[config.mk]
export PLATFORM = sky130hd
export DESIGN_NAME = traffic_fsm_timer_flat
export DESIGN_NICKNAME = d
export VERILOG_FILES = /design/src/rtl/traffic_fsm_timer_if.sv /design/src/rtl/traffic_fsm_timer.sv /design/src/flat_wrapper.sv
export SDC_FILE = /design/constraint.sdc
export NUM_CORES = 1
export LEC_CHECK = 0
export ABC_AREA = 1
export CORE_MARGIN = 2
export CORE_UTILIZATION = 40
export CTS_BUF_LIST = sky130_fd_sc_hd__clkbuf_8
export CTS_CLUSTER_SIZE = 40
export DETAILED_ROUTE_END_ITERATION = 7
export RECOVER_POWER = 25
export SLEW_MARGIN = 20
export SYNTH_ARGS = -nofsm -noshare
export SYNTH_HDL_FRONTEND = slang
export SYNTH_SLANG_ARGS = --single-unit
[constraint.sdc]
create_clock -name clk -period 3.4 [get_ports clk]
set_input_delay 0.51 -clock clk [delete_from_list [all_inputs] [get_ports clk]]
set_output_delay 0.51 -clock clk [all_outputs]
set_load 0.1 [all_outputs]
[src/rtl/traffic_fsm_timer_if.sv]
// rtl/traffic_fsm_timer_if.sv - lamp, count and night-request bundle of the two-road traffic controller
interface traffic_fsm_timer_if;
    logic       night;
    logic       X1;
    logic       V1;
    logic       D1;
    logic       X2;
    logic       V2;
    logic       D2;
    logic [7:0] cnt1_bcd;
    logic [7:0] cnt2_bcd;
    logic [2:0] phase;
    logic       sec_tick;

    // Controller side: samples night, drives lamps, counts and tick.
    modport master (
        input  night,
        output X1, V1, D1, X2, V2, D2,
        output cnt1_bcd, cnt2_bcd, phase, sec_tick
    );

    // Observer side: requests night mode, watches everything else.
    modport slave (
        output night,
        input  X1, V1, D1, X2, V2, D2,
        input  cnt1_bcd, cnt2_bcd, phase, sec_tick
    );
endinterface

[src/rtl/traffic_fsm_timer.sv]
// rtl/traffic_fsm_timer.sv - two-road traffic light FSM with seconds prescaler, BCD countdowns and night mode
module traffic_fsm_timer #(
    parameter int CLK_HZ   = 50000000,
    parameter int GREEN_S  = 25,
    parameter int YELLOW_S = 3
) (
    input  logic                 clk,
    input  logic                 rs,
    traffic_fsm_timer_if.master  bus
);
    localparam int         PW       = (CLK_HZ > 1) ? $clog2(CLK_HZ) : 1;
    localparam logic [PW-1:0] PRE_MAX = PW'(CLK_HZ - 1);
    localparam logic [6:0] GREEN_C  = 7'(GREEN_S);
    localparam logic [6:0] YELLOW_C = 7'(YELLOW_S);

    // Lamp vector order: {X1, V1, D1, X2, V2, D2}
    localparam logic [5:0] LAMPS_S0 = 6'b100001;
    localparam logic [5:0] LAMPS_S1 = 6'b010001;
    localparam logic [5:0] LAMPS_S2 = 6'b001100;
    localparam logic [5:0] LAMPS_S3 = 6'b001010;

    typedef enum logic [2:0] {
        S0    = 3'd0,
        S1    = 3'd1,
        S2    = 3'd2,
        S3    = 3'd3,
        NIGHT = 3'd4
    } state_t;

    state_t        state, state_n;
    logic [6:0]    c, c_n;
    logic          blink, blink_n;
    logic          pre_clr;
    logic [PW-1:0] pre;
    logic          tick;
    logic [5:0]    lamps, lamps_n;
    logic [7:0]    cnt1, cnt1_n, cnt2, cnt2_n;

    // Exact conversion for 0..99; larger values never reach this.
    function automatic logic [7:0] bcd(input logic [6:0] v);
        return {4'(v / 7'd10), 4'(v % 7'd10)};
    endfunction

    assign tick = (pre == PRE_MAX);

    // Seconds prescaler; restarts from zero when leaving night mode.
    always_ff @(posedge clk or posedge rs) begin
        if (rs) begin
            pre <= '0;
        end else if (pre_clr || tick) begin
            pre <= '0;
        end else begin
            pre <= pre + 1'b1;
        end
    end

    // State register, phase counter, blink phase and registered outputs.
    always_ff @(posedge clk or posedge rs) begin
        if (rs) begin
            state <= S0;
            c     <= GREEN_C;
            blink <= 1'b0;
            lamps <= LAMPS_S0;
            cnt1  <= bcd(GREEN_C);
            cnt2  <= bcd(GREEN_C + YELLOW_C);
        end else begin
            state <= state_n;
            c     <= c_n;
            blink <= blink_n;
            lamps <= lamps_n;
            cnt1  <= cnt1_n;
            cnt2  <= cnt2_n;
        end
    end

    // Next state: night overrides at once, otherwise phases advance on the last tick.
    always_comb begin
        state_n = state;
        c_n     = c;
        blink_n = blink;
        pre_clr = 1'b0;
        if (state == NIGHT) begin
            if (!bus.night) begin
                state_n = S0;
                c_n     = GREEN_C;
                pre_clr = 1'b1;
            end else if (tick) begin
                blink_n = ~blink;
            end
        end else if (bus.night) begin
            state_n = NIGHT;
            blink_n = 1'b1;
        end else if (tick) begin
            if (c == 7'd1) begin
                case (state)
                    S0:      begin state_n = S1; c_n = YELLOW_C; end
                    S1:      begin state_n = S2; c_n = GREEN_C;  end
                    S2:      begin state_n = S3; c_n = YELLOW_C; end
                    default: begin state_n = S0; c_n = GREEN_C;  end
                endcase
            end else begin
                c_n = c - 7'd1;
            end
        end
    end

    // Output decode from the next-state values so outputs land in the same edge as the state.
    always_comb begin
        lamps_n = 6'b001001;
        cnt1_n  = 8'h00;
        cnt2_n  = 8'h00;
        case (state_n)
            S0: begin
                lamps_n = LAMPS_S0;
                cnt1_n  = bcd(c_n);
                cnt2_n  = bcd(c_n + YELLOW_C);
            end
            S1: begin
                lamps_n = LAMPS_S1;
                cnt1_n  = bcd(c_n);
                cnt2_n  = bcd(c_n);
            end
            S2: begin
                lamps_n = LAMPS_S2;
                cnt1_n  = bcd(c_n + YELLOW_C);
                cnt2_n  = bcd(c_n);
            end
            S3: begin
                lamps_n = LAMPS_S3;
                cnt1_n  = bcd(c_n);
                cnt2_n  = bcd(c_n);
            end
            NIGHT: begin
                lamps_n = {1'b0, blink_n, 1'b0, 1'b0, blink_n, 1'b0};
            end
            default: begin
                lamps_n = 6'b001001;
            end
        endcase
    end

    assign bus.X1       = lamps[5];
    assign bus.V1       = lamps[4];
    assign bus.D1       = lamps[3];
    assign bus.X2       = lamps[2];
    assign bus.V2       = lamps[1];
    assign bus.D2       = lamps[0];
    assign bus.cnt1_bcd = cnt1;
    assign bus.cnt2_bcd = cnt2;
    assign bus.phase    = state;
    assign bus.sec_tick = tick;
endmodule

[src/flat_wrapper.sv]
// flat-port wrapper written by rule: the top's interface ports become plain ports
module traffic_fsm_timer_flat 
#(
    parameter int CLK_HZ   = 50000000,
    parameter int GREEN_S  = 25,
    parameter int YELLOW_S = 3
)
  (clk, rs, bus_night, bus_X1, bus_V1, bus_D1, bus_X2, bus_V2, bus_D2, bus_cnt1_bcd, bus_cnt2_bcd, bus_phase, bus_sec_tick);
  traffic_fsm_timer_if bus_i ();
  input  logic clk;
  input  logic rs;
  input wire logic [$bits(bus_i.night)-1:0] bus_night;
  output wire logic [$bits(bus_i.X1)-1:0] bus_X1;
  output wire logic [$bits(bus_i.V1)-1:0] bus_V1;
  output wire logic [$bits(bus_i.D1)-1:0] bus_D1;
  output wire logic [$bits(bus_i.X2)-1:0] bus_X2;
  output wire logic [$bits(bus_i.V2)-1:0] bus_V2;
  output wire logic [$bits(bus_i.D2)-1:0] bus_D2;
  output wire logic [$bits(bus_i.cnt1_bcd)-1:0] bus_cnt1_bcd;
  output wire logic [$bits(bus_i.cnt2_bcd)-1:0] bus_cnt2_bcd;
  output wire logic [$bits(bus_i.phase)-1:0] bus_phase;
  output wire logic [$bits(bus_i.sec_tick)-1:0] bus_sec_tick;
  assign bus_i.night = bus_night;
  assign bus_X1 = bus_i.X1;
  assign bus_V1 = bus_i.V1;
  assign bus_D1 = bus_i.D1;
  assign bus_X2 = bus_i.X2;
  assign bus_V2 = bus_i.V2;
  assign bus_D2 = bus_i.D2;
  assign bus_cnt1_bcd = bus_i.cnt1_bcd;
  assign bus_cnt2_bcd = bus_i.cnt2_bcd;
  assign bus_phase = bus_i.phase;
  assign bus_sec_tick = bus_i.sec_tick;
  traffic_fsm_timer #(.CLK_HZ(CLK_HZ), .GREEN_S(GREEN_S), .YELLOW_S(YELLOW_S)) u_core (.clk(clk), .rs(rs), .bus(bus_i));
endmodule
==> metrics.cfg <==
[route]
ant_nets = 0
drt_first_iter_violations = 141
drt-total-wl_um = 10500
wl_per_cell_um = 13.2
first_pass_iters = 5
routed-via-count = 3851
via_per_inst = 4.84
drc = 0

[setup_path]
crit_slowest_cell = dfrtp_1
r2r_end = u_core.bus.cnt2_bcd[1]
crit_top_cell = nand2_2
reg2reg_depth = 29
start_kind = flip-flop
end_kind = flip-flop
endpoint = u_core.bus.cnt2_bcd[1]
critPathLaunch = u_core.pre[1]
r2r-start = u_core.pre[1]
critPathRequiredTime_ps = 3640
max_stage_delay_ps = 390
r2r_slack_ps = -130
criticalPathCategory = flip-flop to flip-flop
cp_max_fo = 4
crit_arrival_ps = 3770

[grt]
grt_pass1_vias = 3938
grt_start_max_net_pins = 60
grt_use_total_pct = 22.0
grt_pass1_wl_um = 17800
grt_antenna_before_repair = 0
grt_overflow = 0

[cells_and_area]
nets = 673
fillers = 852
fin_cells = 795
fin_area_um2 = 5650
drive_above_1_share_pct = 38.1
regArea_um2 = 1490
area_delta_synth_final_pct = 48.6
multi_input_area_um2 = 2310
num_antenna_cells = 0

[cts]
postCtsHoldBufs = 0
cts_htree_levels = 3
cts-root-buf = clkbuf_8
cts.clk_slew.worst_paths_ps = 80
cts_tree = yes
clk_latency_ps = 340
cts_sinks = 59
numCtsBuffers = 9
clockBufferDepth = 2

[pwr]
power_density_nw_per_um2 = 370
vdd_drop_max_mv = 0.241
power_leakage_nw = 2.78

[status]
violations = setup timing
outcome = finished, violations left

[yosys]
ys_types = 41
yosysTopAreaCellShare_pct = 32.2
yosysWarningCount = 0
yosysMostFrequentCell = nand2_1
yosys_most_used_dff = dfrtp_1
ys_seq_elements = 59
async_flop_share_pct = 100
synthCells = 516
syn_area_per_cell_um2 = 7.37
ys_top_cells_by_area = dfrtp_1, nand2_1, inv_1
yosysSeqAreaShare_pct = 39.2
yosys.area.top_type = dfrtp_1
synth_area_um2 = 3800
syn_nets = 528
ys_top_cells_by_count = nand2_1, inv_1, nor2_1
synth-edff-count = 0

[sta]
worst_pin_slew_ps = 1450
relSlewSlack_pct = 3.54
hold_viol_final = 0
setup_tns_ps = -741
finalSetupViolations = 8
finalMaxSlewViolations = 0
hold_slack_ps = 522
rsz0062_at_grt = yes
skew_ps = 16.4
fin_crit_sh_pct = 104
setup_slack_ps = -127
fin_crit_ps = 3530
max_freq_mhz = 284

[placed_design]
dp.cells = 752
port_buffers = 28
place.gp.congestion = 0.894
dpl.hpwl_um = 7740
placedInstanceArea_um2 = 4920

[floorplan]
io_pins = 29
rows = 35
dieArea_um2 = 10300
dieHeight_um = 102
die_x_um = 102
fp.coreArea_um2 = 9240
start_util_pct = 41.2

[worst_hold_path]
hold_class = flip-flop to flip-flop

[run]
maxCapViolations = 0

## registers in the layout, summed over array words and instances, names as in the netlist
| signal | flops |
|---|---|
| u_core.blink | 1 |
| u_core.bus.cnt1_bcd | 8 |
| u_core.bus.cnt2_bcd | 8 |
| u_core.bus.phase | 3 |
| u_core.c | 7 |
| u_core.lamps | 6 |
| u_core.pre | 26 |
## area by class of cell
class                   instances  area share [%]
repair buffers                137            20.1
multi-input cells             369            40.9
clock buffers                   9            2.19
flip-flops and latches         59            26.4
clock inverters                 7            1.77
inverters                      85            5.78
well taps                     129            2.86
## what timing repair did
action	in CTS	in global routing
resized for setup	37	40
pin swaps	30	40
endpoints found under the hold margin	0	0
setup endpoints to repair	8	10
setup buffers	19	10
## power breakdown
| part | total (mW) | switching, mW | internal [mW] |
|---|---|---|---|
| clock network | 0.722 | 0.305 | 0.417 |
| logic | 0.598 | 0.401 | 0.197 |
| registers | 0.771 | 0.0234 | 0.747 |
| total | 2.09 | 0.729 | 1.36 |
## how the worst min path moves through the flow
stage,start,to,slack (ps),cells past startpoint
after floorplan,u_core.pre[0],u_core.pre[0],430,1
after global placement,u_core.blink,u_core.blink,500,1
after detailed placement,u_core.blink,u_core.blink,510,1
after CTS,u_core.blink,u_core.blink,520,1
after global routing,u_core.blink,u_core.blink,550,1
final,u_core.blink,u_core.blink,520,1
## cells in the final DEF, fill, tap and decap left out, types with 15 or more instances in the layout
| master | Yosys | final |
|---|---|---|
| dfrtp_1 | 49 | 49 |
| inv_1 | 78 | 65 |
| buf_4 | 0 | 100 |
| nand2_2 | 27 | 35 |
| nor2_1 | 58 | 55 |
| nand3_1 | 45 | 35 |
| nor3_1 | 16 | 16 |
| a21oi_1 | 18 | 15 |
| inv_2 | 6 | 15 |
| clkdlybuf4s50_1 | 0 | 26 |
| nand2_1 | 111 | 96 |
## worst max-delay path: cells and delay by family (launching register included)
kind,cells,cell delay [ps]
buf+inv,5,480
compound gates,2,390
fa+ha+maj,2,320
flops,1,390
simple gates,20,1840
## per-stage QoR
stage / power (mW) / worst slack [ps] / util [%]
finish: 2.09 / -127 / 61.2
global route: 2.21 / -378 / 61.2
CTS: 2.09 / -97.5 / 59.1
detailed placement: 1.31 / -365 / 53.3
global placement: 1.30 / -262 / 53.3
floorplan: 1.16 / -602 / -
## logic make-up after synthesis
kind of cell | count (synthesis) | share of synthesized area (%)
AOI/OAI and AO/OA | 57 | 8.88
xor gates and xnor gates | 6 | 1.38
adders and majority gates | 9 | 2.96
buffers and inverters | 88 | 8.69
DFF | 59 | 39.2
and+or+nand+nor | 297 | 38.9
## layer usage
layer	part of all wire, %	track usage [%]
met5	0	0
met4	2.7	8.00
met1	43	26.0
met2	52	39.8
met3	2.1	3.59
No activity file was read; power rests on OpenSTA's default activity.
